**src/rtl/rcv_pkg.sv**
```systemverilog
// Shared types and default timing for the serial receive control path.
package rcv_pkg;

    typedef enum logic [2:0] {
        IDLE,
        START_CHK,
        DATA,
        STOP,
        LOAD,
        WAIT_IDLE
    } rcv_state_t;

    localparam int DEF_CLKS_PER_BIT  = 10;
    localparam int DEF_NUM_DATA_BITS = 8;

endpackage

```
**src/rtl/rcv_bit_timer.sv**
```systemverilog
// Clearable up-counter that wraps to zero after reaching rollover_val.
module rcv_bit_timer #(
    parameter int WIDTH = 4
) (
    input  logic             clk,
    input  logic             n_rst,
    input  logic             clear,
    input  logic             count_enable,
    input  logic [WIDTH-1:0] rollover_val,
    output logic [WIDTH-1:0] count,
    output logic             rollover_flag
);

    logic [WIDTH-1:0] count_reg;

    always_ff @(posedge clk or negedge n_rst) begin
        if (!n_rst) begin
            count_reg <= '0;
        end else if (clear) begin
            count_reg <= '0;
        end else if (count_enable) begin
            count_reg <= (count_reg == rollover_val) ? '0 : count_reg + WIDTH'(1);
        end
    end

    assign count         = count_reg;
    assign rollover_flag = (count_reg == rollover_val);

endmodule

```
**src/rtl/rcv_sequencer.sv**
```systemverilog
// Receive control unit: line synchroniser, start/stop validation, mid-bit shift
// timing, buffer load and data_ready/overrun/framing status.
module rcv_sequencer
    import rcv_pkg::*;
#(
    parameter int CLKS_PER_BIT  = DEF_CLKS_PER_BIT,
    parameter int NUM_DATA_BITS = DEF_NUM_DATA_BITS
) (
    input  logic clk,
    input  logic n_rst,
    input  logic serial_in,
    input  logic data_read,
    output logic d_orig,
    output logic shift_enable,
    output logic load_buffer,
    output logic data_ready,
    output logic framing_error,
    output logic overrun_error,
    output logic busy
);

    localparam int HALF = CLKS_PER_BIT / 2;
    localparam int TW   = $clog2(CLKS_PER_BIT + 1);
    localparam int BW   = $clog2(NUM_DATA_BITS + 1);

    // The timer is zero in the cycle after it is cleared, so each sample point is one count early.
    localparam logic [TW-1:0] HALF_TC  = TW'(HALF - 1);
    localparam logic [TW-1:0] BIT_TC   = TW'(CLKS_PER_BIT - 1);
    localparam logic [BW-1:0] LAST_BIT = BW'(NUM_DATA_BITS - 1);
    localparam logic [BW-1:0] ALL_BITS = BW'(NUM_DATA_BITS);

    logic       sync_reg, d_orig_reg, prev_reg;
    rcv_state_t state_reg, state_next;
    logic       framing_reg, framing_next;
    logic       ready_reg, ready_next;
    logic       overrun_reg, overrun_next;

    logic [TW-1:0] timer;
    logic          timer_tc, timer_clear, timer_en;
    logic [BW-1:0] bit_cnt;
    logic          bit_done, bit_clear;
    logic          start_edge;

    rcv_bit_timer #(.WIDTH(TW)) u_period (
        .clk           (clk),
        .n_rst         (n_rst),
        .clear         (timer_clear),
        .count_enable  (timer_en),
        .rollover_val  (BIT_TC),
        .count         (timer),
        .rollover_flag (timer_tc)
    );

    rcv_bit_timer #(.WIDTH(BW)) u_bits (
        .clk           (clk),
        .n_rst         (n_rst),
        .clear         (bit_clear),
        .count_enable  (shift_enable),
        .rollover_val  (ALL_BITS),
        .count         (bit_cnt),
        .rollover_flag (bit_done)
    );

    assign start_edge   = (state_reg == IDLE) && !d_orig_reg && prev_reg;
    assign timer_en     = (state_reg != IDLE) && (state_reg != WAIT_IDLE);
    assign shift_enable = (state_reg == DATA) && timer_tc && !bit_done;
    assign load_buffer  = (state_reg == LOAD);

    always_comb begin
        state_next  = state_reg;
        timer_clear = 1'b0;
        bit_clear   = 1'b0;
        case (state_reg)
            IDLE: begin
                if (start_edge) begin
                    state_next  = START_CHK;
                    timer_clear = 1'b1;
                end
            end
            START_CHK: begin
                if (timer == HALF_TC) begin
                    if (d_orig_reg) begin
                        state_next = IDLE;
                    end else begin
                        state_next  = DATA;
                        timer_clear = 1'b1;
                        bit_clear   = 1'b1;
                    end
                end
            end
            DATA: begin
                if (shift_enable && (bit_cnt == LAST_BIT)) state_next = STOP;
            end
            STOP: begin
                if (timer_tc) state_next = d_orig_reg ? LOAD : WAIT_IDLE;
            end
            LOAD:      state_next = IDLE;
            // A line held low after a bad stop bit must go high before a new start counts.
            WAIT_IDLE: if (d_orig_reg) state_next = IDLE;
            default:   state_next = IDLE;
        endcase
    end

    always_comb begin
        framing_next = framing_reg;
        if (start_edge)
            framing_next = 1'b0;
        else if ((state_reg == STOP) && timer_tc && !d_orig_reg)
            framing_next = 1'b1;

        ready_next = ready_reg;
        if (load_buffer)
            ready_next = 1'b1;
        else if (data_read)
            ready_next = 1'b0;

        overrun_next = overrun_reg;
        if (load_buffer && ready_reg && !data_read)
            overrun_next = 1'b1;
        else if (data_read)
            overrun_next = 1'b0;
    end

    always_ff @(posedge clk or negedge n_rst) begin
        if (!n_rst) begin
            sync_reg    <= 1'b1;
            d_orig_reg  <= 1'b1;
            prev_reg    <= 1'b1;
            state_reg   <= IDLE;
            framing_reg <= 1'b0;
            ready_reg   <= 1'b0;
            overrun_reg <= 1'b0;
        end else begin
            sync_reg    <= serial_in;
            d_orig_reg  <= sync_reg;
            prev_reg    <= d_orig_reg;
            state_reg   <= state_next;
            framing_reg <= framing_next;
            ready_reg   <= ready_next;
            overrun_reg <= overrun_next;
        end
    end

    assign d_orig        = d_orig_reg;
    assign data_ready    = ready_reg;
    assign framing_error = framing_reg;
    assign overrun_error = overrun_reg;
    assign busy          = (state_reg != IDLE);

endmodule
```
**config.mk**
```make
export PLATFORM = sky130hd
export DESIGN_NAME = rcv_sequencer
export DESIGN_NICKNAME = d
export VERILOG_FILES = /design/src/rtl/rcv_pkg.sv /design/src/rtl/rcv_bit_timer.sv /design/src/rtl/rcv_sequencer.sv
export SDC_FILE = /design/constraint.sdc
export NUM_CORES = 1
export LEC_CHECK = 0
export ABC_AREA = 1
export BUFFER_PORTS_ARGS = -buffer_cell sky130_fd_sc_hd__buf_2
export CAP_MARGIN = 20
export CORE_UTILIZATION = 30
export DETAILED_ROUTE_END_ITERATION = 8
export SLEW_MARGIN = 30
export SYNTH_ARGS = -nofsm -noshare
export SYNTH_HDL_FRONTEND = slang
export SYNTH_SLANG_ARGS = --single-unit
export TNS_END_PERCENT = 1
```
**constraint.sdc**
```tcl
create_clock -name clk -period 3.4 [get_ports clk]
set_input_delay 0.34 -clock clk [delete_from_list [all_inputs] [get_ports clk]]
set_output_delay 0.34 -clock clk [all_outputs]
set_load 0.05 [all_outputs]
```
==> impl_results.md <==
* IO Port Bufs at 10
* Register area share after synthesis at 44.8%
* Post-Syn Instances at 122
* Total grt overflow at 0
* Area grow syn2layout at 14.8%
* Initial antenna violation count at 0
* H-tree Lvls at 1
* Worst Path Max Fanout at 4
* Post-cts repair resize count at 0
* Endpoint type of the worst setup path: output pin
* Io pins at 11
* Ant diodes at 0
* Synthesized cell area at 958 sq um
* Slew HR at 74.8%
* Total of max-cap violations at 0
* Vias in the first global route at 737
* Post-synth cell types at 20
* Clock network fraction of total power at 13.8%
* Critical Path, Cell by Cell: inv_2, nand3_2, nor2_4, nand2_2, clkinv_2, buf_2
* Finish-stage setup viols at 0
* Dpl hpwl at 1.38 mm
* CP required at 3.06 ns
* Leak Pwr at 0.561 nW
* First-pass GRT wire length at 3.02 mm
* Tcrit/Tclk final at 54.2%
* Die height at 58.5 um
* DR iter-0 viols at 22
* Yosys warns at 0
* Net count, final at 144
* Initial Utilization at 31.4%
* CORE AREA at 3050 sq um
* Vias at 797
* Largest net degree at the start of global routing at 18
* WL/cell at 9.74 um
* Slew Limit Fails at 0
* Post-cts hold buffer count at 1
* Post-CTS Setup Bufs at 0
* CP max-delay cell: dfrtp_1
* Most common cell after layout, fill and taps aside: nand2_1
* # rows at 20
* Final wirelength at 1.76 mm
* Gate power share at 49.2%
* Clk sinks at 17
* DRT antenna net count at 0
* Routed vias/inst at 4.40
* CTS clk-pin slew, worst paths at 0.09 ns
* # DRC at 0
* Final clock skew at 0.00129 ns
* Sequential power share at 37.0%
* Clk root buf: clkbuf_4
* Peak Freq at 542 MHz
* First drt pass iteration count at 4
* Outcome: finished, final reports clean
* Startpoint types: register
* Mean Syn Cell Area at 7.86 sq um
* Commonest non-fill, non-tap cells in the layout: 25 x nand2_1, 17 x inv_1, 14 x nand3_1, 14 x dfrtp_1, 11 x nor2_1
* Worst skew pair latency at 0.29 ns
* Chip width at 58.5 um
* Delay-heaviest family, CP: flip-flops
* Fin. Hold Viols at 0
* Max Buffers Root-to-Sink at 2
* Syn nets at 128
* # fillers at 331
* Worst VDD drop at 0.000224 V
* Worst Tran Pin Value at 0.378 ns
* Unrepaired setup endpoints after global routing: no
* Max stage delay on crit path at 0.43 ns
* CTS tree: done
* Critical path class: reg -> out
* Register bit count reported by yosys at 17
* Hold crit path type: in -> reg
* CTS Buf Count at 3
* Psw at 0.379 mW
* Critical Path AT at 1.50 ns
* Min cycle time layout at 1.84 ns
* P_int at 0.411 mW
* Share of layout cells above drive strength 1 at 24.8%
* GR Util All Layers at 12.3%
* Buffers & Inverters on Critical Path at 3
* Hold Slack at 0.137 ns
* Gpl congestion at 0.780
* Total negative slack at 0 ns
* Switching power share of the total at 48.0%
* Die ar. at 3420 sq um
* PD cells at 718 nW/um^2
## cells in the mapped netlist
master    instances  share of area (%)
a21oi_1           4                2.1
and3_1            1               0.65
clkinv_2          1               0.52
dfrtp_1          14                 37
dfstp_2           3                8.2
ha_1              2                2.6
inv_1            17                6.7
inv_2             2               0.78
nand2_1          25                9.8
nand2_2           7                4.6
nand3_1          14                7.3
nand3_2           1                1.0
nand4_1           1               0.65
nor2_1           11                4.3
nor2_2            2                1.3
nor2_4            5                5.9
o21ai_0           7                3.7
o21ai_1           3                1.6
xnor2_1           1               0.91
xor2_1            1               0.91
## power by group through the flow
stage	clock (mW)	combinational (mW)	sequential [mW]
floorplan	0	0.301	0.303
global placement	0	0.376	0.293
detailed placement	0	0.386	0.295
CTS	0.114	0.389	0.291
global route	0.125	0.434	0.298
finish	0.109	0.389	0.293
## cell type report
| cell class | count | area (sq um) | area share, % |
|---|---|---|---|
| Multi-Input combinational cell | 85 | 453 | 41.2 |
| Sequential cell | 17 | 429 | 39.0 |
| Inverter | 20 | 76.3 | 6.94 |
| Timing Repair Buffer | 11 | 60.1 | 5.46 |
| Tap cell | 44 | 55.1 | 5.01 |
| Clock buffer | 4 | 26.3 | 2.39 |
## final timing paths
check | startpoint | to | slack, ns | cells after the start
max reg2reg | state_reg[1] | u_period.count[1] | 2.07 | 8
min reg2reg | sync_reg | d_orig | 0.36 | 0
min in group asynchronous | n_rst | state_reg[1] | 0.49 | 2
max in group asynchronous | n_rst | sync_reg | 2.60 | 2
min | serial_in | sync_reg | 0.14 | 1
max | state_reg[2] | shift_enable | 1.56 | 6
## per-layer routing
layer	part of all wire, %	track usage (%)
met2	43	18.4
met3	2.8	3.30
met4	3.2	9.18
met1	51	15.2
met5	0	0
## cell families (layout without fill, tap and decap cells)
logic type      Yosys count  after routing  share of synthesized area [%]
compound gates           14             14                           7.31
xor+xnor                  2              2                           1.83
fa+ha+maj                 2              2                           2.61
buf+inv                  20             35                           7.96
flops                    17             17                           44.8
simple gates             67             67                           35.5
## per-stage QoR
stage / worst slack, ns / util (%) / power, mW / area [sq um] / std cells
2_1_floorplan: 2.00 / - / 0.605 / 958 / 122
3_3_place_gp: 1.89 / 34.8 / 0.669 / 1060 / 176
3_5_place_dp: 1.88 / 34.8 / 0.682 / 1060 / 176
4_1_cts: 1.53 / 36.0 / 0.794 / 1100 / 181
5_1_grt: 1.44 / 36.0 / 0.857 / 1100 / 181
6_report: 1.56 / 36.0 / 0.790 / 1100 / 181
Note: power is estimated with default switching activity, not from simulation.
